`src/rtl/reset_seq_pkg.sv`:
```
// Shared types for the reset sequencer: FSM states, reset-cause codes and counter sizing.
// Optional last_cause output is enabled with RESET_SEQ_CAUSE_EN.
package reset_seq_pkg;

    typedef enum logic [1:0] {
        ST_ASSERT  = 2'd0,
        ST_RELEASE = 2'd1,
        ST_RUN     = 2'd2,
        ST_SWRST   = 2'd3
    } seq_state_t;

    typedef enum logic [1:0] {
        CAUSE_POR       = 2'd0,
        CAUSE_LOCK_LOSS = 2'd1,
        CAUSE_SW        = 2'd2
    } cause_t;

    // Wide enough to hold the largest terminal count without wrapping.
    function automatic int cnt_width(input int a, input int b, input int c);
        int m;
        m = (a > b) ? a : b;
        m = (m > c) ? m : c;
        return $clog2(m + 1);
    endfunction

endpackage

```
`src/rtl/reset_seq_lock_sync.sv`:
```
// Two-flop synchroniser per PLL lock flag, AND-reduced into a single locked indication.
// Latency: two clock edges from a lock input change to locked_s.
module reset_seq_lock_sync
    import reset_seq_pkg::*;
#(
    parameter int NUM_PLLS = 2
) (
    input  logic                clock,
    input  logic                areset,
    input  logic [NUM_PLLS-1:0] pll_locked,
    output logic                locked_s
);

    logic [NUM_PLLS-1:0] meta;
    logic [NUM_PLLS-1:0] sync;

    // Flops clear to "unlocked" so a fresh reset always waits out the full stable window.
    always_ff @(posedge clock or posedge areset) begin
        if (areset) begin
            meta <= '0;
            sync <= '0;
        end else begin
            meta <= pll_locked;
            sync <= meta;
        end
    end

    assign locked_s = &sync;

endmodule

```
`src/rtl/reset_seq_ctrl.sv`:
```
// Reset sequencer: waits for stable PLL locks, then releases domain resets in index order.
// All outputs registered; define RESET_SEQ_CAUSE_EN to add the last_cause output.
module reset_seq_ctrl
    import reset_seq_pkg::*;
#(
    parameter int NUM_DOMAINS        = 4,
    parameter int NUM_PLLS           = 2,
    parameter int LOCK_STABLE_CYCLES = 256,
    parameter int STAGE_GAP_CYCLES   = 16,
    parameter int SW_HOLD_CYCLES     = 64
) (
    input  logic                   clock,
    input  logic                   areset,
    input  logic [NUM_PLLS-1:0]    pll_locked,
    input  logic                   sw_req,
    output logic                   sw_ack,
    output logic [NUM_DOMAINS-1:0] domain_reset,
    output logic                   seq_done,
    output logic [1:0]             seq_state
`ifdef RESET_SEQ_CAUSE_EN
    ,
    output logic [1:0]             last_cause
`endif
);

    localparam int CNT_W   = cnt_width(LOCK_STABLE_CYCLES, STAGE_GAP_CYCLES, SW_HOLD_CYCLES);
    localparam int STAGE_W = (NUM_DOMAINS > 1) ? $clog2(NUM_DOMAINS) : 1;

    localparam logic [CNT_W-1:0]   LOCK_LAST  = CNT_W'(LOCK_STABLE_CYCLES - 1);
    localparam logic [CNT_W-1:0]   GAP_LAST   = CNT_W'(STAGE_GAP_CYCLES - 1);
    localparam logic [CNT_W-1:0]   SW_LAST    = CNT_W'(SW_HOLD_CYCLES - 1);
    localparam logic [STAGE_W-1:0] STAGE_LAST = STAGE_W'(NUM_DOMAINS - 1);

    logic locked_s;

    seq_state_t             state_q, state_d;
    logic [CNT_W-1:0]       cnt_q, cnt_d;
    logic [STAGE_W-1:0]     stage_q, stage_d;
    logic [NUM_DOMAINS-1:0] rst_q, rst_d;
    logic                   done_q, done_d;
    logic                   ack_q, ack_d;

    reset_seq_lock_sync #(
        .NUM_PLLS (NUM_PLLS)
    ) u_lock_sync (
        .clock      (clock),
        .areset     (areset),
        .pll_locked (pll_locked),
        .locked_s   (locked_s)
    );

    always_ff @(posedge clock or posedge areset) begin
        if (areset) begin
            state_q <= ST_ASSERT;
            cnt_q   <= '0;
            stage_q <= '0;
            rst_q   <= '1;
            done_q  <= 1'b0;
            ack_q   <= 1'b0;
        end else begin
            state_q <= state_d;
            cnt_q   <= cnt_d;
            stage_q <= stage_d;
            rst_q   <= rst_d;
            done_q  <= done_d;
            ack_q   <= ack_d;
        end
    end

    always_comb begin
        state_d = state_q;
        cnt_d   = cnt_q;
        stage_d = stage_q;
        rst_d   = rst_q;
        done_d  = done_q;
        ack_d   = 1'b0;

        case (state_q)
            ST_ASSERT: begin
                rst_d  = '1;
                done_d = 1'b0;
                if (!locked_s) begin
                    cnt_d = '0;
                end else if (cnt_q == LOCK_LAST) begin
                    state_d  = ST_RELEASE;
                    stage_d  = '0;
                    rst_d[0] = 1'b0;
                    cnt_d    = '0;
                end else begin
                    cnt_d = cnt_q + 1'b1;
                end
            end
            ST_RELEASE: begin
                if (cnt_q == GAP_LAST) begin
                    cnt_d = '0;
                    if (stage_q == STAGE_LAST) begin
                        state_d = ST_RUN;
                        done_d  = 1'b1;
                    end else begin
                        stage_d = stage_q + 1'b1;
                        // Only clears bits, so released domains stay released.
                        for (int i = 1; i < NUM_DOMAINS; i++) begin
                            if (i == int'(stage_q) + 1) rst_d[i] = 1'b0;
                        end
                    end
                end else begin
                    cnt_d = cnt_q + 1'b1;
                end
            end
            ST_RUN: begin
                if (sw_req) begin
                    state_d = ST_SWRST;
                    rst_d   = '1;
                    done_d  = 1'b0;
                    ack_d   = 1'b1;
                    cnt_d   = '0;
                end
            end
            ST_SWRST: begin
                if (cnt_q == SW_LAST) begin
                    state_d = ST_ASSERT;
                    cnt_d   = '0;
                end else begin
                    cnt_d = cnt_q + 1'b1;
                end
            end
        endcase

        // Lock loss outranks a software request and any counter expiry.
        if (state_q != ST_ASSERT && !locked_s) begin
            state_d = ST_ASSERT;
            rst_d   = '1;
            done_d  = 1'b0;
            ack_d   = 1'b0;
            cnt_d   = '0;
        end
    end

    assign domain_reset = rst_q;
    assign seq_done     = done_q;
    assign sw_ack       = ack_q;
    assign seq_state    = state_q;

`ifdef RESET_SEQ_CAUSE_EN
    cause_t cause_q, cause_d;

    always_comb begin
        cause_d = cause_q;
        if (state_q != ST_ASSERT && !locked_s) cause_d = CAUSE_LOCK_LOSS;
        else if (ack_d)                        cause_d = CAUSE_SW;
    end

    always_ff @(posedge clock or posedge areset) begin
        if (areset) cause_q <= CAUSE_POR;
        else        cause_q <= cause_d;
    end

    assign last_cause = cause_q;
`endif

endmodule

```
`config.mk`:
```
export PLATFORM = sky130hd
export DESIGN_NAME = reset_seq_ctrl
export DESIGN_NICKNAME = d
export VERILOG_FILES = /design/src/rtl/reset_seq_pkg.sv /design/src/rtl/reset_seq_lock_sync.sv /design/src/rtl/reset_seq_ctrl.sv
export SDC_FILE = /design/constraint.sdc
export NUM_CORES = 1
export LEC_CHECK = 0
export ABC_AREA = 1
export ABC_CLOCK_PERIOD_IN_PS = 2250
export CORE_MARGIN = 2
export CORE_UTILIZATION = 55
export CTS_BUF_LIST = sky130_fd_sc_hd__clkbuf_16
export CTS_CLUSTER_DIAMETER = 200
export DETAILED_ROUTE_END_ITERATION = 8
export PLACE_DENSITY = 0.88
export SYNTH_ARGS = -nofsm -noshare
export SYNTH_HDL_FRONTEND = slang
export SYNTH_SLANG_ARGS = --single-unit
```
`constraint.sdc`:
```
create_clock -name clock -period 2.25 [get_ports clock]
set_input_delay 0.45 -clock clock [delete_from_list [all_inputs] [get_ports clock]]
set_output_delay 0.45 -clock clock [all_outputs]
set_load 0.005 [all_outputs]
```
==> flow_summary.ini, run 1 <==
[yosys]
synthTopCellsByArea = dfrtp_1, ha_1, nand2_1
synth_most_common_cell = nand2_1
synthDominantCellAreaShare_pct = 36.0
synth-main-ff-cell = dfrtp_1
ys_ff_latch = 23
syn_nets = 173
synthCells = 157
seq_area_frac_synth_pct = 44.0
synthArstFlopShare_pct = 100
synth.cell_area_sq_um = 1320
yosysUniqueCellTypes = 26
ys.warnings.count = 0
ys_top_cells_by_count = nand2_1, inv_1, dfrtp_1, ha_1, a21oi_1
syn_avg_cell_area_sq_um = 8.41
synth_edf_count = 0
yosysTopAreaCell = dfrtp_1

[floorplan]
initial_utilization_pct = 59.1
io_pins = 13
fp-row-count = 17
die-area_sq_um = 2810
coreArea_sq_um = 2230
die-height_um = 53.0
fp.dieW_um = 53.0

[global_route]
met2_usage_pct = 35.0
grt_pass1_vias = 1065
grtUsageMet1_pct = 28.4
grt_pass1_wl_mm = 4.57
grt_usage_pct = 22.7
grt-ovfl-total = 0
grt_max_degree = 24
top_usage_layer = met2
use_met3_pct = 5.65
antenna_found_initial = 0

[setup_path]
crit_path_cell_trace = ha_1, nand2_1, nor2_2, nand2_1, inv_1, ha_1, inv_1, o21ai_0, o21a_1, nand2_1, nand2_1, o21ai_0
max_stage_delay_ns = 0.39
cpMostUsedCell = nand2_1
crit_required_ns = 2.39
cp_data_arrival_time_ns = 2.10
reg2reg_slack_ns = 0.29
endpoint_kind = flop
crit_type = reg -> reg
r2r-start = cnt_q[0]
cp_slowest_cell = dfrtp_1
cp_max_fo = 4
cp_top_family = simple AND/OR/NAND/NOR gates
reg2regPathDepth = 12
worstReg2RegEnd = stage_q[1]
worstSetupStartpointType = flop
crit_buf_inv = 2

[clock_network]
cts_inserted_buffers = 3
clock-sinks = 23
clk_latency_ns = 0.26
clockBufferDepth = 2
path_clk_slew_ns = 0.06
cts_max_level = 1
cts_resized = 0
tritoncts = built
root_buffer = clkbuf_16
hold_buffers = 0
cts_setup_buffers = 0

[layout]
nets = 190
drive_above_1_share_pct = 12.7
area_growth_syn_to_layout_pct = 17.5
num_antenna_cells = 0

[run_status]
status = completed

[min_path]
hold_depth = 0
whs_endpoint = u_lock_sync.sync[1]
min_from = u_lock_sync.meta[1]
min_path_type = reg -> reg

[job]
drv_cap = 0

[power]
power_uw = 886
ir_drop_v = 0.000461
power_density_nw_per_um2 = 571
p_leak_nw = 0.770

[routing]
wirelength_mm = 2.48
num_vias = 1069
antenna_left = 0
first_iter_violations = 27
vias_per_cell = 5.32
drc = 0
routedWlPerCell_um = 12.4
firstDrtPassIters = 4

[sta]
fmax_mhz = 509
finalClockSkew_ns = 0.00177
fin_crit_ns = 1.96
setup_viol = 0
worst_pin_slew_ns = 0.305
relSlewSlack_pct = 79.7
tns_ns = 0
min_period_over_period_pct = 87.3
finalHoldViolations = 0
slew_viol_final = 0
rsz0062_at_grt = no

[place]
hpwl_mm = 1.77
port_buffers = 12
gp_congestion = 0.846
state kept, by name, indices dropped and copies added, names as in the netlist:
register,cells
domain_reset,4
stage_q,2
seq_state,2
u_lock_sync.sync,2
sw_ack,1
cnt_q,9
seq_done,1
u_lock_sync.meta,2
worst reg2reg max path, delay by kind of cell, from the launching register on:
family,cells,cell delay [ns]
AND/OR/NAND/NOR,5,0.53
AO/OA/AOI/OAI,3,0.47
flip-flops,1,0.39
adder cells (fa/ha/maj),2,0.36
buffers and inverters,2,0.10
routing by layer:
layer | vias up | routed length, um
li1 | 527 | -
met1 | 511 | 1130
met2 | 26 | 1180
met3 | 5 | 116
met4 | 0 | 53
met5 | - | 0
cells in the final DEF, fill, tap and decap left out:
master and n:
nand2_1 35, inv_1 27, dfrtp_1 19, clkdlybuf4s50_1 12
ha_1 11, a21oi_1 10, nand3_1 9, o21ai_0 8
nor2_1 7, nand2_2 4, dfstp_2 4, o21ai_1 3
xor2_1 3, clkbuf_16 3, nand3_2 2, inv_2 2
o211ai_1 2, nor2_2 1, nand2_4 1, nand3_4 1
o21a_1 1, o21ai_2 1, nor3_1 1, o21bai_1 1
a21boi_2 1, o22ai_1 1, a31oi_1 1, clkinv_2 1
buf_4 1
area by class of cell:
cell class,instances,area (sq um)
Clock buffer,3,75.1
Clock inverter,1,5.00
Fill cell,178,682
Inverter,29,109
Multi-Input combinational cell,104,619
Sequential cell,23,581
Tap cell,28,35.0
Timing Repair Buffer,13,128
per-stage QoR:
| stage | cell area, sq um | hold slack [ns] | utilization (%) | setup slack (ns) | cells |
|---|---|---|---|---|---|
| after floorplan | 1320 | 0.331 | - | 0.551 | 157 |
| after global placement | 1470 | 0.336 | 65.9 | 0.429 | 197 |
| after detailed placement | 1470 | 0.343 | 65.9 | 0.341 | 197 |
| after CTS | 1550 | 0.356 | 69.5 | 0.315 | 201 |
| after global routing | 1550 | 0.358 | 69.5 | 0.0295 | 201 |
| final | 1550 | 0.354 | 69.5 | 0.286 | 201 |
power breakdown:
part / internal, mW / switching (mW) / total, mW
sequential: 0.430 / 0.0133 / 0.443
combinational: 0.0254 / 0.0339 / 0.0593
clock: 0.239 / 0.144 / 0.383
total: 0.695 / 0.191 / 0.886
cells by family after synthesis:
group	share of synthesized area, %
AO/OA/AOI/OAI	12.7
XOR/XNOR	1.99
adder cells (fa/ha/maj)	10.4
buffers and inverters	9.10
flip-flops	44.0
AND/OR/NAND/NOR	21.8
worst max-delay path by stage:
| stage | from | endpoint | depth (start not counted) | slack (ns) |
|---|---|---|---|---|
| after floorplan | cnt_q[0] | seq_state[0] | 13 | 0.55 |
| after global placement | cnt_q[0] | seq_state[0] | 13 | 0.43 |
| after detailed placement | cnt_q[0] | seq_state[0] | 13 | 0.34 |
| after CTS | cnt_q[0] | stage_q[1] | 12 | 0.32 |
| after global routing | cnt_q[0] | seq_state[1] | 13 | 0.03 |
| final | cnt_q[0] | stage_q[1] | 12 | 0.29 |
No activity file was read; power rests on OpenSTA's default activity.
==> run 2: changes to the inputs <==
--- a/config.mk
+++ b/config.mk
@@ -8,11 +8,12 @@
 export ABC_AREA = 1
 export ABC_CLOCK_PERIOD_IN_PS = 2250
 export CORE_MARGIN = 2
-export CORE_UTILIZATION = 55
+export CORE_UTILIZATION = 56
 export CTS_BUF_LIST = sky130_fd_sc_hd__clkbuf_16
 export CTS_CLUSTER_DIAMETER = 200
 export DETAILED_ROUTE_END_ITERATION = 8
-export PLACE_DENSITY = 0.88
+export PLACE_DENSITY = 0.89
 export SYNTH_ARGS = -nofsm -noshare
 export SYNTH_HDL_FRONTEND = slang
+export SYNTH_HIERARCHICAL = 1
 export SYNTH_SLANG_ARGS = --single-unit
==> flow_summary.ini, run 2 <==
[yosys]
ys_top_cells_by_count = nand2_1, inv_1, dfrtp_1, a21oi_1, nor2_1
ys_ff_latch = 23
synthCells = 184
syn_nets = 200
synth.cell_area_sq_um = 1440
synthTopCellsByArea = dfrtp_1, nand2_1, ha_1
ys.warnings.count = 6
yosysTopAreaCell = dfrtp_1
synth_edf_count = 0
synthArstFlopShare_pct = 100
seq_area_frac_synth_pct = 40.3
syn_avg_cell_area_sq_um = 7.83
synthDominantCellAreaShare_pct = 33.0
yosysUniqueCellTypes = 24
synth_most_common_cell = nand2_1
synth-main-ff-cell = dfrtp_1

[clock_network]
root_buffer = clkbuf_16
cts_setup_buffers = 0
clockBufferDepth = 2
clock-sinks = 23
cts_resized = 0
path_clk_slew_ns = 0.06
cts_inserted_buffers = 3
tritoncts = built
cts_max_level = 1
hold_buffers = 0
clk_latency_ns = 0.26

[power]
swShare_pct = 22.2
pwr-share-seq_pct = 49.5
power_density_nw_per_um2 = 535
p_leak_nw = 0.788
power.internal_uw = 695
p_clk_share_pct = 42.3
ir_drop_v = 0.000528
power.switching_uw = 198
power_uw = 893
p_comb_share_pct = 8.2

[setup_path]
crit_required_ns = 2.39
crit_path_cell_trace = ha_1, nand3_1, nor2_2, nand2_1, nor2_1, ha_1, a21oi_2, nor2_1, nand2_1, a21oi_1, a21oi_1
crit_buf_inv = 0
endpoint_kind = flop
worstSetupStartpointType = flop
cp_max_fo = 4
max_stage_delay_ns = 0.38
cp_slowest_cell = dfrtp_1
cp_data_arrival_time_ns = 2.09
crit_type = reg -> reg
cp_top_family = simple AND/OR/NAND/NOR gates

[layout]
drive_above_1_share_pct = 14.6
nets = 216
layout_common_cells = nand2_1, inv_1, dfrtp_1
instances_no_fill = 229
area_growth_syn_to_layout_pct = 15.9
num_antenna_cells = 0
regMostFlops = cnt_q
final_common_cell = nand2_1
fin_util_pct = 68.0
largest_reg_flops = 9

[routing]
drc = 0
firstDrtPassIters = 4
antenna_left = 0
first_iter_violations = 20
routedWlPerCell_um = 12.7
num_vias = 1205
vias_per_cell = 5.26
wirelength_mm = 2.91

[global_route]
grt_pass1_wl_mm = 4.89
grt_max_degree = 20
grt-ovfl-total = 0
grt_usage_pct = 22.9
grt_pass1_vias = 1184
antenna_found_initial = 0

[sta]
tns_ns = 0
finalHoldViolations = 0
setup_viol = 0
worst_pin_slew_ns = 0.744
relSlewSlack_pct = 50.4
fin_crit_ns = 1.94
finalWorstSetupSlack_ns = 0.308
slew_viol_final = 0
rsz0062_at_grt = no
min_period_over_period_pct = 86.3
fmax_mhz = 515
finalClockSkew_ns = 0.00614

[floorplan]
coreArea_sq_um = 2450
fp-row-count = 18
die-area_sq_um = 3000
io_pins = 13
initial_utilization_pct = 58.7
fp.dieW_um = 54.7
die-height_um = 54.7

[place]
place_ws_ns = 0.336
dp.cells = 225
port_buffers = 12
hpwl_mm = 2.20
gp_congestion = 0.867

[min_path]
min_path_type = reg -> reg

[job]
drv_cap = 0

[run_status]
status = completed
==> run 2: cell count changes in the layout (fill, tap and decap cells not counted), sizes merged, moves of 2 or more <==
cell and change:
nor2 +10, nand3 -5, a21oi +5, xor2 -3, o211ai -2, nor3 +6, nand2 +18, inv +3
==> run 2: stage by stage <==
stage / hold WS (ns) / area [sq um]
after floorplan: 0.216 / 1440
after global placement: 0.334 / 1590
after detailed placement: 0.349 / 1590
after CTS: 0.362 / 1670
after global routing: 0.363 / 1670
final: 0.359 / 1670
==> run 2: logic make-up after synthesis <==
group                    synth area share, %
flip-flops                              40.3
buffers and inverters                   8.77
XOR/XNOR                               0.608
AO/OA/AOI/OAI                           10.1
AND/OR/NAND/NOR                         30.7
adder cells (fa/ha/maj)                 9.55
==> run 2: final timing paths <==
kind | cells past startpoint | start | slack, ns | to
setup reg to reg | 11 | cnt_q[1] | 0.31 | stage_q[0]
min in group asynchronous | 2 | areset | 0.40 | u_lock_sync/meta[1]
hold / removal | 0 | u_lock_sync/meta[1] | 0.36 | u_lock_sync/sync[1]
setup / recovery | 11 | cnt_q[1] | 0.31 | stage_q[0]
max in group asynchronous | 2 | areset | 1.13 | cnt_q[6]
hold reg to reg | 0 | u_lock_sync/meta[1] | 0.36 | u_lock_sync/sync[1]
==> run 2: cell type report <==
cell class / count / area [sq um]
Fill cell: 189 / 785
Multi-Input combinational cell: 129 / 734
Sequential cell: 23 / 581
Timing Repair Buffer: 12 / 120
Inverter: 31 / 119
Clock buffer: 3 / 75.1
Tap cell: 30 / 37.5
Clock inverter: 1 / 3.75
==> run 2: routing by layer <==
| layer | track usage (%) | up-vias | wire (um) |
|---|---|---|---|
| li1 | - | 607 | - |
| met1 | 27.0 | 580 | 1220 |
| met2 | 42.1 | 13 | 1610 |
| met3 | 4.10 | 5 | 47 |
| met4 | 6.25 | 0 | 34 |
| met5 | 0 | - | 0 |
==> run 2: power by group through the flow <==
stage	clock, mW	combinational, mW	sequential [mW]
global placement	0	0.0661	0.446
floorplan	0	0.0521	0.446
global route	0.401	0.0848	0.444
finish	0.378	0.0735	0.442
detailed placement	0	0.0744	0.449
CTS	0.386	0.0752	0.441
==> run 3: changes to the inputs <==
--- a/config.mk
+++ b/config.mk
@@ -6,7 +6,8 @@
 export NUM_CORES = 1
 export LEC_CHECK = 0
 export ABC_AREA = 1
-export ABC_CLOCK_PERIOD_IN_PS = 2250
+export ABC_CLOCK_PERIOD_IN_PS = 1800
+export CORE_ASPECT_RATIO = 1.25
 export CORE_MARGIN = 2
 export CORE_UTILIZATION = 56
 export CTS_BUF_LIST = sky130_fd_sc_hd__clkbuf_16
==> constraint.sdc (replaced) <==
create_clock -name clock -period 1.8 [get_ports clock]
set_input_delay 0.36 -clock clock [delete_from_list [all_inputs] [get_ports clock]]
set_output_delay 0.36 -clock clock [all_outputs]
set_load 0.005 [all_outputs]
==> flow_summary.ini, run 3 (same netlist as run 2, synthesis figures left out) <==
[run_status]
status = finished, violations left
violations = negative setup slack

[floorplan]
fp.dieW_um = 49.4
initial_utilization_pct = 59.4
coreArea_sq_um = 2430
io_pins = 13
die-area_sq_um = 3000
fp-row-count = 20
die-height_um = 60.7

[sta]
fmax_mhz = 549
rsz0062_at_grt = yes
fin_crit_ns = 1.82
finalClockSkew_ns = 0.00163
setup_viol = 1
finalWorstSetupSlack_ns = -0.0199
finalHoldViolations = 0
min_period_over_period_pct = 101
slew_viol_final = 0
relSlewSlack_pct = 76.0
worst_pin_slew_ns = 0.360
holdWs_ns = 0.305

[routing]
antenna_left = 0
vias_per_cell = 5.59
wirelength_mm = 3.74
num_vias = 1380
drc = 0
first_iter_violations = 53
firstDrtPassIters = 4
routedWlPerCell_um = 15.2

[place]
place_ws_ns = -0.0510
port_buffers = 12
hpwl_mm = 2.34
dpl_cell_area_sq_um = 1650
gp_congestion = 0.887

[power]
ir_drop_v = 0.000523
p_leak_nw = 0.886
p_clk_share_pct = 41.5
p_comb_share_pct = 9.8
swShare_pct = 22.2
power.internal_uw = 881
pwr-share-seq_pct = 48.7
power_density_nw_per_um2 = 600
power.switching_uw = 252

[setup_path]
crit_type = reg -> reg
crit_required_ns = 1.94
crit_buf_inv = 0
cp_max_fo = 4
cp_top_family = simple AND/OR/NAND/NOR gates
cp_data_arrival_time_ns = 1.96
worstSetupStartpointType = flop
crit_path_cell_trace = ha_2, nand3_2, nor2_4, nand2_4, nor2_4, ha_4, a21oi_2, nor2_1, nand2_1, a21oi_1, a21oi_1
endpoint_kind = flop
cp_slowest_cell = dfrtp_1
max_stage_delay_ns = 0.37

[job]
drv_cap = 0

[global_route]
grt_max_degree = 13
grt_pass1_vias = 1342
grt-ovfl-total = 0
grt_usage_pct = 26.1
antenna_found_initial = 0
grt_pass1_wl_mm = 5.91

[clock_network]
path_clk_slew_ns = 0.06
cts_inserted_buffers = 3
clockBufferDepth = 2
clock-sinks = 23
cts_max_level = 1
clk_latency_ns = 0.25
root_buffer = clkbuf_16
tritoncts = built

[layout]
num_antenna_cells = 0
largest_reg_flops = 9
drive_above_1_share_pct = 29.0
fin_area_sq_um = 1890
nets = 231
area_growth_syn_to_layout_pct = 31.1
regMostFlops = cnt_q
final_common_cell = nand2_1
layout_common_cells = nand2_1, inv_1, dfrtp_1

[min_path]
min_path_type = in -> async
run 3: changes by cell type in the layout (fill, tap and decap cells not counted), sizes merged:
cell / before / now
buf: 0 / 15
run 3: per-layer routing:
metal,part of all wire (%),track usage (%),vias to the layer above
met5,0,0,-
met3,5.7,4.43,18
met1,36,28.1,657
li1,-,-,635
met4,3.3,16.7,0
met2,55,48.3,70
run 3: power groups by stage:
stage          logic, mW  registers (mW)  clock network, mW
2_1_floorplan     0.0651           0.557                  0
5_1_grt            0.127           0.554              0.511
3_5_place_dp      0.0969           0.561                  0
4_1_cts            0.108           0.551              0.478
3_3_place_gp      0.0907           0.559                  0
6_report           0.111           0.552              0.471
run 3: timing repair:
item,4_1_cts,5_1_grt
pin swaps,11,8
hold buffers,0,0
endpoints found under the setup margin,12,18
gates resized for setup,7,18
setup buffers,7,3
run 3: cell type report:
cell class,count,area [sq um]
clock buffer,3,75.1
inverter,31,119
timing repair buffer,27,253
multi-input combinational,129,817
tap,33,41.3
clock inverter,1,3.75
sequential,23,581
fill,152,538
run 3: final timing paths:
path,cells past startpoint,to,slack [ns],startpoint
worst min register to register,0,u_lock_sync/sync[0],0.35,u_lock_sync/meta[0]
min in group clock,0,u_lock_sync/sync[0],0.35,u_lock_sync/meta[0]
worst max register to register,11,stage_q[0],-0.02,cnt_q[0]
max in group asynchronous,3,domain_reset[2],0.93,areset
worst max-delay path,11,stage_q[0],-0.02,cnt_q[0]
worst min-delay path,2,u_lock_sync/meta[0],0.30,areset
run 3: through the flow:
stage / total power, mW / TNS (ns) / utilization, % / std cells
2_1_floorplan: 0.622 / 0 / - / 184
3_3_place_gp: 0.650 / 0 / 68.1 / 234
3_5_place_dp: 0.658 / -0.0966 / 68.1 / 234
4_1_cts: 1.14 / -0.0359 / 74.6 / 245
5_1_grt: 1.19 / -0.667 / 77.8 / 247
6_report: 1.13 / -0.0199 / 77.8 / 247
